[config.mk]
export PLATFORM = sky130hd
export DESIGN_NAME = mux32_4x1_flat
export DESIGN_NICKNAME = d
export VERILOG_FILES = /design/src/rtl/mux32_4x1_pkg.sv /design/src/rtl/mux32_4x1_if.sv /design/src/rtl/mux4_comb.sv /design/src/rtl/mux32_4x1.sv /design/src/flat_wrapper.sv
export SDC_FILE = /design/constraint.sdc
export NUM_CORES = 1
export LEC_CHECK = 0
export ABC_AREA = 1
export BUFFER_PORTS_ARGS = -buffer_cell sky130_fd_sc_hd__buf_4
export CAP_MARGIN = 20
export CORE_ASPECT_RATIO = 1.25
export CORE_MARGIN = 3
export CORE_UTILIZATION = 35
export CTS_BUF_LIST = sky130_fd_sc_hd__clkbuf_4
export CTS_CLUSTER_DIAMETER = 120
export DETAILED_ROUTE_END_ITERATION = 10
export GPL_ROUTABILITY_DRIVEN = 0
export GPL_TIMING_DRIVEN = 0
export PLACE_DENSITY = 0.84
export SETUP_SLACK_MARGIN = 0.4
export SYNTH_ARGS = -nofsm -noshare
export SYNTH_HDL_FRONTEND = slang
export SYNTH_HIERARCHICAL = 1
export SYNTH_SLANG_ARGS = --single-unit
[constraint.sdc]
create_clock -name clk -period 0.9 [get_ports clk]
set_clock_uncertainty 0.15 [all_clocks]
set_input_delay 0.09 -clock clk [delete_from_list [all_inputs] [get_ports clk]]
set_output_delay 0.09 -clock clk [all_outputs]
set_load 0.02 [all_outputs]
[src/rtl/mux32_4x1_pkg.sv]
// mux32_4x1_pkg
//   Shared definitions for the registered 4:1 data mux.
//   - DATA_W : default data width
//   - SEL_W  : select width (four inputs, so always 2)
//   - SEL_A..SEL_D : select encodings for inputs A..D
package mux32_4x1_pkg;

    localparam int DATA_W = 32;
    localparam int SEL_W  = 2;

    typedef logic [SEL_W-1:0] sel_t;

    localparam sel_t SEL_A = 2'b00;
    localparam sel_t SEL_B = 2'b01;
    localparam sel_t SEL_C = 2'b10;
    localparam sel_t SEL_D = 2'b11;

endpackage

[src/rtl/mux32_4x1_if.sv]
// mux32_4x1_if
//   Bundles the data inputs, select and registered result of the mux.
//   - A, B, C, D : data inputs (WIDTH bits)
//   - sel        : input select
//   - E          : registered selected data
//   - E_valid    : E holds a selection captured after reset release
//   Modports: master drives data/select and observes the result;
//   slave is the mux itself.
interface mux32_4x1_if
    import mux32_4x1_pkg::*;
#(
    parameter int WIDTH = DATA_W
) ();

    logic [WIDTH-1:0] A;
    logic [WIDTH-1:0] B;
    logic [WIDTH-1:0] C;
    logic [WIDTH-1:0] D;
    sel_t             sel;
    logic [WIDTH-1:0] E;
    logic             E_valid;

    modport master (
        output A, B, C, D, sel,
        input  E, E_valid
    );

    modport slave (
        input  A, B, C, D, sel,
        output E, E_valid
    );

endinterface

[src/rtl/mux4_comb.sv]
// mux4_comb
//   Purely combinational 4:1 selection of a, b, c, d by sel.
//   - a, b, c, d : data inputs (WIDTH bits)
//   - sel        : select, encodings from the package
//   - y          : selected data, bit-exact copy of the chosen input
//   Any unknown bit on sel or on a data input drives y to all-X so a
//   bad select can never masquerade as a valid choice of input A.
module mux4_comb
    import mux32_4x1_pkg::*;
#(
    parameter int WIDTH = DATA_W
) (
    input  logic [WIDTH-1:0] a,
    input  logic [WIDTH-1:0] b,
    input  logic [WIDTH-1:0] c,
    input  logic [WIDTH-1:0] d,
    input  sel_t             sel,
    output logic [WIDTH-1:0] y
);

    logic unknown_in;

    // The XOR reduction of all inputs is X iff any input bit is X/Z;
    // synthesis treats the === against X as constant false.
    assign unknown_in = ((^{sel, a, b, c, d}) === 1'bx);

    always_comb begin
        y = '0;
        if (unknown_in) begin
            y = 'x;
        end else begin
            case (sel)
                SEL_A:   y = a;
                SEL_B:   y = b;
                SEL_C:   y = c;
                SEL_D:   y = d;
                default: y = 'x;
            endcase
        end
    end

endmodule

[src/rtl/mux32_4x1.sv]
// mux32_4x1
//   Registered 4:1 mux: every rising clk edge E loads the input chosen
//   by sel (one clock latency, no enable). E_valid rises on the first
//   edge after reset release and stays high until the next reset.
//   - clk : clock
//   - rst : asynchronous active-high reset; clears E and E_valid at once
//   - bus : mux32_4x1_if slave (A, B, C, D, sel in; E, E_valid out)
module mux32_4x1
    import mux32_4x1_pkg::*;
#(
    parameter int WIDTH = DATA_W,
    parameter int SEL_W = mux32_4x1_pkg::SEL_W
) (
    input  logic         clk,
    input  logic         rst,
    mux32_4x1_if.slave   bus
);

    logic [WIDTH-1:0] a, b, c, d;
    logic [SEL_W-1:0] sel;
    logic [WIDTH-1:0] sel_data;
    logic [WIDTH-1:0] e_q;
    logic             vld_q;

    assign a   = bus.A;
    assign b   = bus.B;
    assign c   = bus.C;
    assign d   = bus.D;
    assign sel = bus.sel;

    mux4_comb #(
        .WIDTH (WIDTH)
    ) u_mux (
        .a   (a),
        .b   (b),
        .c   (c),
        .d   (d),
        .sel (sel),
        .y   (sel_data)
    );

    always_ff @(posedge clk or posedge rst) begin
        if (rst) begin
            e_q   <= '0;
            vld_q <= 1'b0;
        end else begin
            e_q   <= sel_data;
            vld_q <= 1'b1;
        end
    end

    assign bus.E       = e_q;
    assign bus.E_valid = vld_q;

endmodule

[src/flat_wrapper.sv]
// flat-port wrapper written by rule: the top's interface ports become plain ports
module mux32_4x1_flat import mux32_4x1_pkg::*;
#(
    parameter int WIDTH = DATA_W,
    parameter int SEL_W = mux32_4x1_pkg::SEL_W
)
  (clk, rst, bus_A, bus_B, bus_C, bus_D, bus_sel, bus_E, bus_E_valid);
  mux32_4x1_if #(.WIDTH(WIDTH)) bus_i ();
  input  logic clk;
  input  logic rst;
  input wire logic [$bits(bus_i.A)-1:0] bus_A;
  input wire logic [$bits(bus_i.B)-1:0] bus_B;
  input wire logic [$bits(bus_i.C)-1:0] bus_C;
  input wire logic [$bits(bus_i.D)-1:0] bus_D;
  input wire logic [$bits(bus_i.sel)-1:0] bus_sel;
  output wire logic [$bits(bus_i.E)-1:0] bus_E;
  output wire logic [$bits(bus_i.E_valid)-1:0] bus_E_valid;
  assign bus_i.A = bus_A;
  assign bus_i.B = bus_B;
  assign bus_i.C = bus_C;
  assign bus_i.D = bus_D;
  assign bus_i.sel = bus_sel;
  assign bus_E = bus_i.E;
  assign bus_E_valid = bus_i.E_valid;
  mux32_4x1 #(.WIDTH(WIDTH), .SEL_W(SEL_W)) u_core (.clk(clk), .rst(rst), .bus(bus_i));
endmodule
==> results of run 1 <==
-- through the flow --
step                      instances  hold WS, ns  util [%]  cell area [sq um]  power [uW]
after floorplan                 221      -0.1254         -               1983        2331
after global placement          447      0.09446     63.44               3292        3139
after detailed placement        447       0.1082     63.44               3292        3163
after CTS                       481      -0.2728     82.52               4282        4504
after global routing            483      -0.3896     83.84               4350        4817
final                           483      -0.3990     83.84               4350        4640
-- power by group through the flow --
stage | registers, uW | logic [uW] | clock network [uW]
CTS | 1700 | 1970 | 831
global placement | 1690 | 1440 | 0
finish | 1720 | 2070 | 851
detailed placement | 1700 | 1460 | 0
floorplan | 1900 | 435 | 0
global route | 1730 | 2150 | 936
-- sequential cells by signal (all words and copies together), names as in the netlist --
signal and count:
u_core/bus.E 32, u_core/bus.E_valid 1
-- cell type report --
| cell class | count | area, sq um |
|---|---|---|
| clock buffer | 5 | 37.54 |
| multi-input combinational | 162 | 1129 |
| sequential | 33 | 825.8 |
| timing repair inverter | 1 | 5.005 |
| buffer | 23 | 330.3 |
| clock inverter | 3 | 12.51 |
| fill | 293 | 838.3 |
| timing repair buffer | 191 | 1918 |
| inverter | 3 | 15.01 |
| tap | 62 | 77.57 |
-- layout by cell type, fill, tap and decap left out --
cell type   instances
nor2_4              1
clkinvlp_2          1
buf_16             14
nand2_2            28
clkinv_2            1
buf_4             133
dfrtp_1            33
nand3_1            55
nand2_4             4
buf_8               6
clkbuf_4            5
conb_1              1
nand3_4             1
clkinvlp_4          1
nand3_2            40
inv_2               2
buf_6              51
clkinv_1            2
buf_12             10
nand4_1            32
-- kinds of logic (layout without fill, tap and decap cells) --
family	Yosys count	in the layout	synth area share, %
simple gates	161	161	44.83
flops	33	33	43.19
other cells	1	1	0.1961
buf+inv	26	226	11.78
-- layer usage --
metal,track usage [%],vias up
li1,-,1206
met1,36.52,1353
met2,57.50,246
met3,6.023,73
met4,16.41,0
met5,0,-
-- worst min path at each step --
| stage | start | end | slack, ns | cells after the start |
|---|---|---|---|---|
| after floorplan | rst | u_core/bus.E[0]$_DFF_PP0_ | -0.13 | 1 |
| after global placement | rst | u_core/bus.E_valid$_DFF_PP0_ | 0.09 | 2 |
| after detailed placement | rst | u_core/bus.E_valid$_DFF_PP0_ | 0.11 | 2 |
| after CTS | rst | u_core/bus.E[1]$_DFF_PP0_ | -0.27 | 2 |
| after global routing | rst | u_core/bus.E[18]$_DFF_PP0_ | -0.39 | 2 |
| final | rst | u_core/bus.E[18]$_DFF_PP0_ | -0.40 | 2 |
-- repair_timing --
action | in CTS | in global routing
cloned | 16 | 1
setup endpoints to repair | 65 | 98
setup buffers | 10 | 1
gates resized for setup | 141 | 9
pin swaps | 25 | 29
endpoints found under the hold margin | 65 | 65
==> impl_results.md, run 1 <==
* Status: complete, but fails checks
* Failing checks: hold timing, setup timing
* Place WS at -0.2527 ns
* Grt ovf at 0
* Global-route wire length before repair at 15500 um
* Fmax at 869.6 MHz
* Internal power at between 3000 and 4000 uW
* P per Cell Area at between 1000 and 1500 mW/mm^2
* Synth Flop Type: dfrtp_1
* DR WL met3 at 984 um
* Cell taking the most area after synthesis: dfrtp_1
* CP Data Arrival Time at between 0.9 and 1 ns
* Max_slew headroom at about half
* Final Hold Viols at between 60 and 70
* Logic pwr share at 44.7%
* Max Buffers Root-to-Sink at 2
* DRT Wirelength at roughly 11000 um
* Ys async rst share at 100.0%
* Final nets at about 550
* Core area at 0.005189 sq mm
* Most common cell in the synthesized netlist: nand3_1
* Area growth syn-to-layout at 127.6%
* Number of global-route vias before repair at 3008
* DRT met1 WL at 3747 um
* Setup ws final at -0.2499 ns
* Synth Cell Area at between 0.0015 and 0.002 sq mm
* WP depth at 1
* Initial antenna violation count at 0
* HP Class: in2async
* Critical path peak fanout at 1
* Starting DRT DRC Count at around 290
* Synth cell types at 14
* IO Count at 165
* Syn_nets at ~350
* Post-synthesis cell count at 221
* Clk pwr share at 18.3%
* Tmin final at roughly 1.1 ns
* Synth warn at 6
* Share of total power in sequential cells at 37.0%
* Crit path capture: bus_E[18]
* Top cell type's share of synthesized area at 43.19%
* Leak at 0.002059 uW
* Final ANT Viol Nets at 0
* CP peak stage delay at 0.42 ns
* Worst Path Class, Setup: reg2out
* DR WL met2 at 5781 um
* CP delay by family, top: flip-flops
* Syn avg cell area at 8.651 sq um
* Final Setup Violations at 33
* Drt pass-1 iters at 5
* Num Clock Sinks at 33
* Clock root buffer master: clkbuf_4
* Routed vias at 2878
* Setup TNS at -6.854 ns
* ANT cells at 0
* CP Capture Type: primary output
* Final worst-path cycle share at 127.8%
* CP cell instances: buf_6
* Synth top area cells: dfrtp_1, nand3_1, nand4_1
* DP HPWL at 6029 um
* Psw at 1568 uW
* Total GRT Usage at around a third
* Slew Viols, Final at 0
* DIE HEIGHT at 88.63 um
* WP buf/inv at 1
* WL/cell at ~23 um
* Initial Utilization at 36.85%
* Slowest CP cell: dfrtp_1
* Critical path launch point: u_core/bus.E[18]$_DFF_PP0_
* Seq cells post-synth at 33
* Register area share after synthesis at 43.19%
* Share of layout cells above drive strength 1 at a little over two thirds
* Port buffer count at 164
* Number of buffers created by CTS at 5
* EDFF count, synth at 0
* Max Cap Violations at 0
* Die width at 72.11 um
* Final hold slack at -0.3990 ns
* Net Sw Frac at between 30% and 40%
* Drt drc at 0
* CP required at between 0.6 and 0.7 ns
* Largest net degree at the start of global routing at 34
* Rows at 29
* Startpoint Class: register
* CTS tree: done
* Max layer used: met4
* Worst IR Drop VDD at around 0.7 mV
* Post-synth top cells: nand3_1, dfrtp_1, nand2_1, nand4_1, nand3_2
* Clk slew on worst S/H paths at 0.13 ns
* Die ar. at 0.006391 sq mm
* RSZ-0062 raised after global routing: yes
* DR vias/cell at 5.959
* CTS H-tree depth at 2
* Slew @ Worst Pin at 0.7617 ns
Power figures use the tool's default switching activity.
==> run 2, diff against run 1 <==
--- a/config.mk
+++ b/config.mk
@@ -10,13 +10,13 @@
 export CAP_MARGIN = 20
 export CORE_ASPECT_RATIO = 1.25
 export CORE_MARGIN = 3
-export CORE_UTILIZATION = 35
+export CORE_UTILIZATION = 39
 export CTS_BUF_LIST = sky130_fd_sc_hd__clkbuf_4
 export CTS_CLUSTER_DIAMETER = 120
 export DETAILED_ROUTE_END_ITERATION = 10
 export GPL_ROUTABILITY_DRIVEN = 0
 export GPL_TIMING_DRIVEN = 0
-export PLACE_DENSITY = 0.84
+export PLACE_DENSITY = 0.88
 export SETUP_SLACK_MARGIN = 0.4
 export SYNTH_ARGS = -nofsm -noshare
 export SYNTH_HDL_FRONTEND = slang
==> constraint.sdc (replaced) <==
create_clock -name clk -period 1.3 [get_ports clk]
set_clock_uncertainty 0.15 [all_clocks]
set_input_delay 0.13 -clock clk [delete_from_list [all_inputs] [get_ports clk]]
set_output_delay 0.13 -clock clk [all_outputs]
set_load 0.02 [all_outputs]
==> impl_results.md, run 2 <==
* Status: stopped before the end
* Halt Stage: clock tree synthesis
* First Err: [ERROR RSZ-0060] Max buffer count reached.
* Ys async rst share at 100.0% (unchanged)
* DP HPWL at 6185 um (+2.6%)
* Synth warn at 6 (unchanged)
* Most common cell in the synthesized netlist: nand3_1
* Place WS at 0.1524 ns (+0.4051 ns)
* Post-synth top cells: nand3_1, dfrtp_1, nand2_1, nand4_1, nand3_2
* Initial Utilization at 41.92% (+5.1 points)
* Clock root buffer master: clkbuf_4
* Syn avg cell area at 8.651 sq um (unchanged)
* IO Count at 165 (unchanged)
* Synth Flop Type: dfrtp_1
* Number of buffers created by CTS at 5 (unchanged)
* Seq cells post-synth at 33 (unchanged)
* Resized Gates After CTS at 33 (-77%)
* Num Clock Sinks at 33 (unchanged)
* DIE HEIGHT at 84.28 um (-4.9%)
* Setup Fix Bufs, Post-CTS at 0 (-10)
* Hold-fix buffers, CTS at 101
* Placed Area at 0.003219 sq mm (-2.2%)
* EDFF count, synth at 0 (unchanged)
* Synth top area cells: dfrtp_1, nand3_1, nand4_1
* Top cell type's share of synthesized area at 43.19% (unchanged)
* Syn_nets at 353 (unchanged)
* Post-synthesis cell count at 221 (unchanged)
* CTS H-tree depth at 2 (unchanged)
* Die width at 68.63 um (-4.8%)
* Rows at 27 (-6.9%)
* Synth Cell Area at 0.001912 sq mm (unchanged)
* Port buffer count at 164 (unchanged)
* Max Buffers Root-to-Sink at 2 (unchanged)
* Synth cell types at 14 (unchanged)
* Register area share after synthesis at 43.19% (unchanged)
* Cell taking the most area after synthesis: dfrtp_1
-- run 2: cell counts after synthesis --
Identical to the previous run, type by type.
-- run 2: stage by stage --
stage,std cells,utilization (%)
global placement,443,70.59
detailed placement,443,70.59
floorplan,221,-
-- run 2: logic make-up after synthesis --
family / Yosys count / synth area share, %
flops: 33 / 43.19
simple gates: 161 / 44.83
buf+inv: 26 / 11.78
other cells: 1 / 0.1961
==> run 3, diff against run 2 <==
--- a/config.mk
+++ b/config.mk
@@ -8,16 +8,12 @@
 export ABC_AREA = 1
 export BUFFER_PORTS_ARGS = -buffer_cell sky130_fd_sc_hd__buf_4
 export CAP_MARGIN = 20
-export CORE_ASPECT_RATIO = 1.25
 export CORE_MARGIN = 3
-export CORE_UTILIZATION = 39
-export CTS_BUF_LIST = sky130_fd_sc_hd__clkbuf_4
-export CTS_CLUSTER_DIAMETER = 120
+export CORE_UTILIZATION = 38
 export DETAILED_ROUTE_END_ITERATION = 10
 export GPL_ROUTABILITY_DRIVEN = 0
 export GPL_TIMING_DRIVEN = 0
-export PLACE_DENSITY = 0.88
-export SETUP_SLACK_MARGIN = 0.4
+export PLACE_DENSITY_LB_ADDON = 0.15
 export SYNTH_ARGS = -nofsm -noshare
 export SYNTH_HDL_FRONTEND = slang
 export SYNTH_HIERARCHICAL = 1
==> impl_results.md, run 3 <==
* Synth Cell Area at 0.001912 sq mm (unchanged)
* Synth top area cells: dfrtp_1, nand3_1, nand4_1
* Most common cell in the synthesized netlist: nand3_1
* Synth Flop Type: dfrtp_1
* DIE HEIGHT at 76.93 um (-8.7%)
* Place WS at 0.1761 ns (+0.02375 ns)
* IO Count at 165 (unchanged)
* Top cell type's share of synthesized area at 43.19% (unchanged)
* Die width at 76.93 um (+12%)
* Synth Area in Compound Gates at 0% (unchanged)
* Ys async rst share at 100.0% (unchanged)
* First Err: [ERROR RSZ-0060] Max buffer count reached.
* Post-synthesis mux area share at 0% (unchanged)
* Status: stopped before the end
* Port buffer count at 164 (unchanged)
* Synth cell types at 14 (unchanged)
* Xor/xnor share of the synthesized area at 0% (unchanged)
* Main combinational cell family by area after synthesis: simple AND/OR/NAND/NOR gates
* Syn_nets at 353 (unchanged)
* Resized Gates After CTS at 0 (-100%)
* Num Clock Sinks at 33 (unchanged)
* Synth warn at 6 (unchanged)
* DP HPWL at 5698 um (-7.9%)
* EDFF count, synth at 0 (unchanged)
* Clock root buffer master: clkbuf_8
* Hold-fix buffers, CTS at 101 (unchanged)
* Post-synth top cells: nand3_1, dfrtp_1, nand2_1, nand4_1, nand3_2
* Number of buffers created by CTS at 5 (unchanged)
* Seq cells post-synth at 33 (unchanged)
* CTS H-tree depth at 2 (unchanged)
* Setup Fix Bufs, Post-CTS at 0 (unchanged)
* Simple-gate area share of the yosys netlist at 44.83% (unchanged)
* Post-synthesis cell count at 221 (unchanged)
* Cell taking the most area after synthesis: dfrtp_1
* Rows at 25 (-7.4%)
* Initial Utilization at 39.95% (-2.0 points)
* Register area share after synthesis at 43.19% (unchanged)
* Halt Stage: clock tree synthesis
* Syn avg cell area at 8.651 sq um (unchanged)
* Adder and majority gate portion of the synthesized area at 0% (unchanged)
* Max Buffers Root-to-Sink at 2 (unchanged)
[run 3: logic make-up after synthesis]
family | after synthesis
AND/OR/NAND/NOR | 161
buffers and inverters | 26
flip-flops | 33
other | 1
[run 3: per-stage QoR]
stage / util, % / instance area (sq um) / instances
after floorplan: - / 1912 / 221
after global placement: 67.42 / 3227 / 452
after detailed placement: 68.00 / 3254 / 453
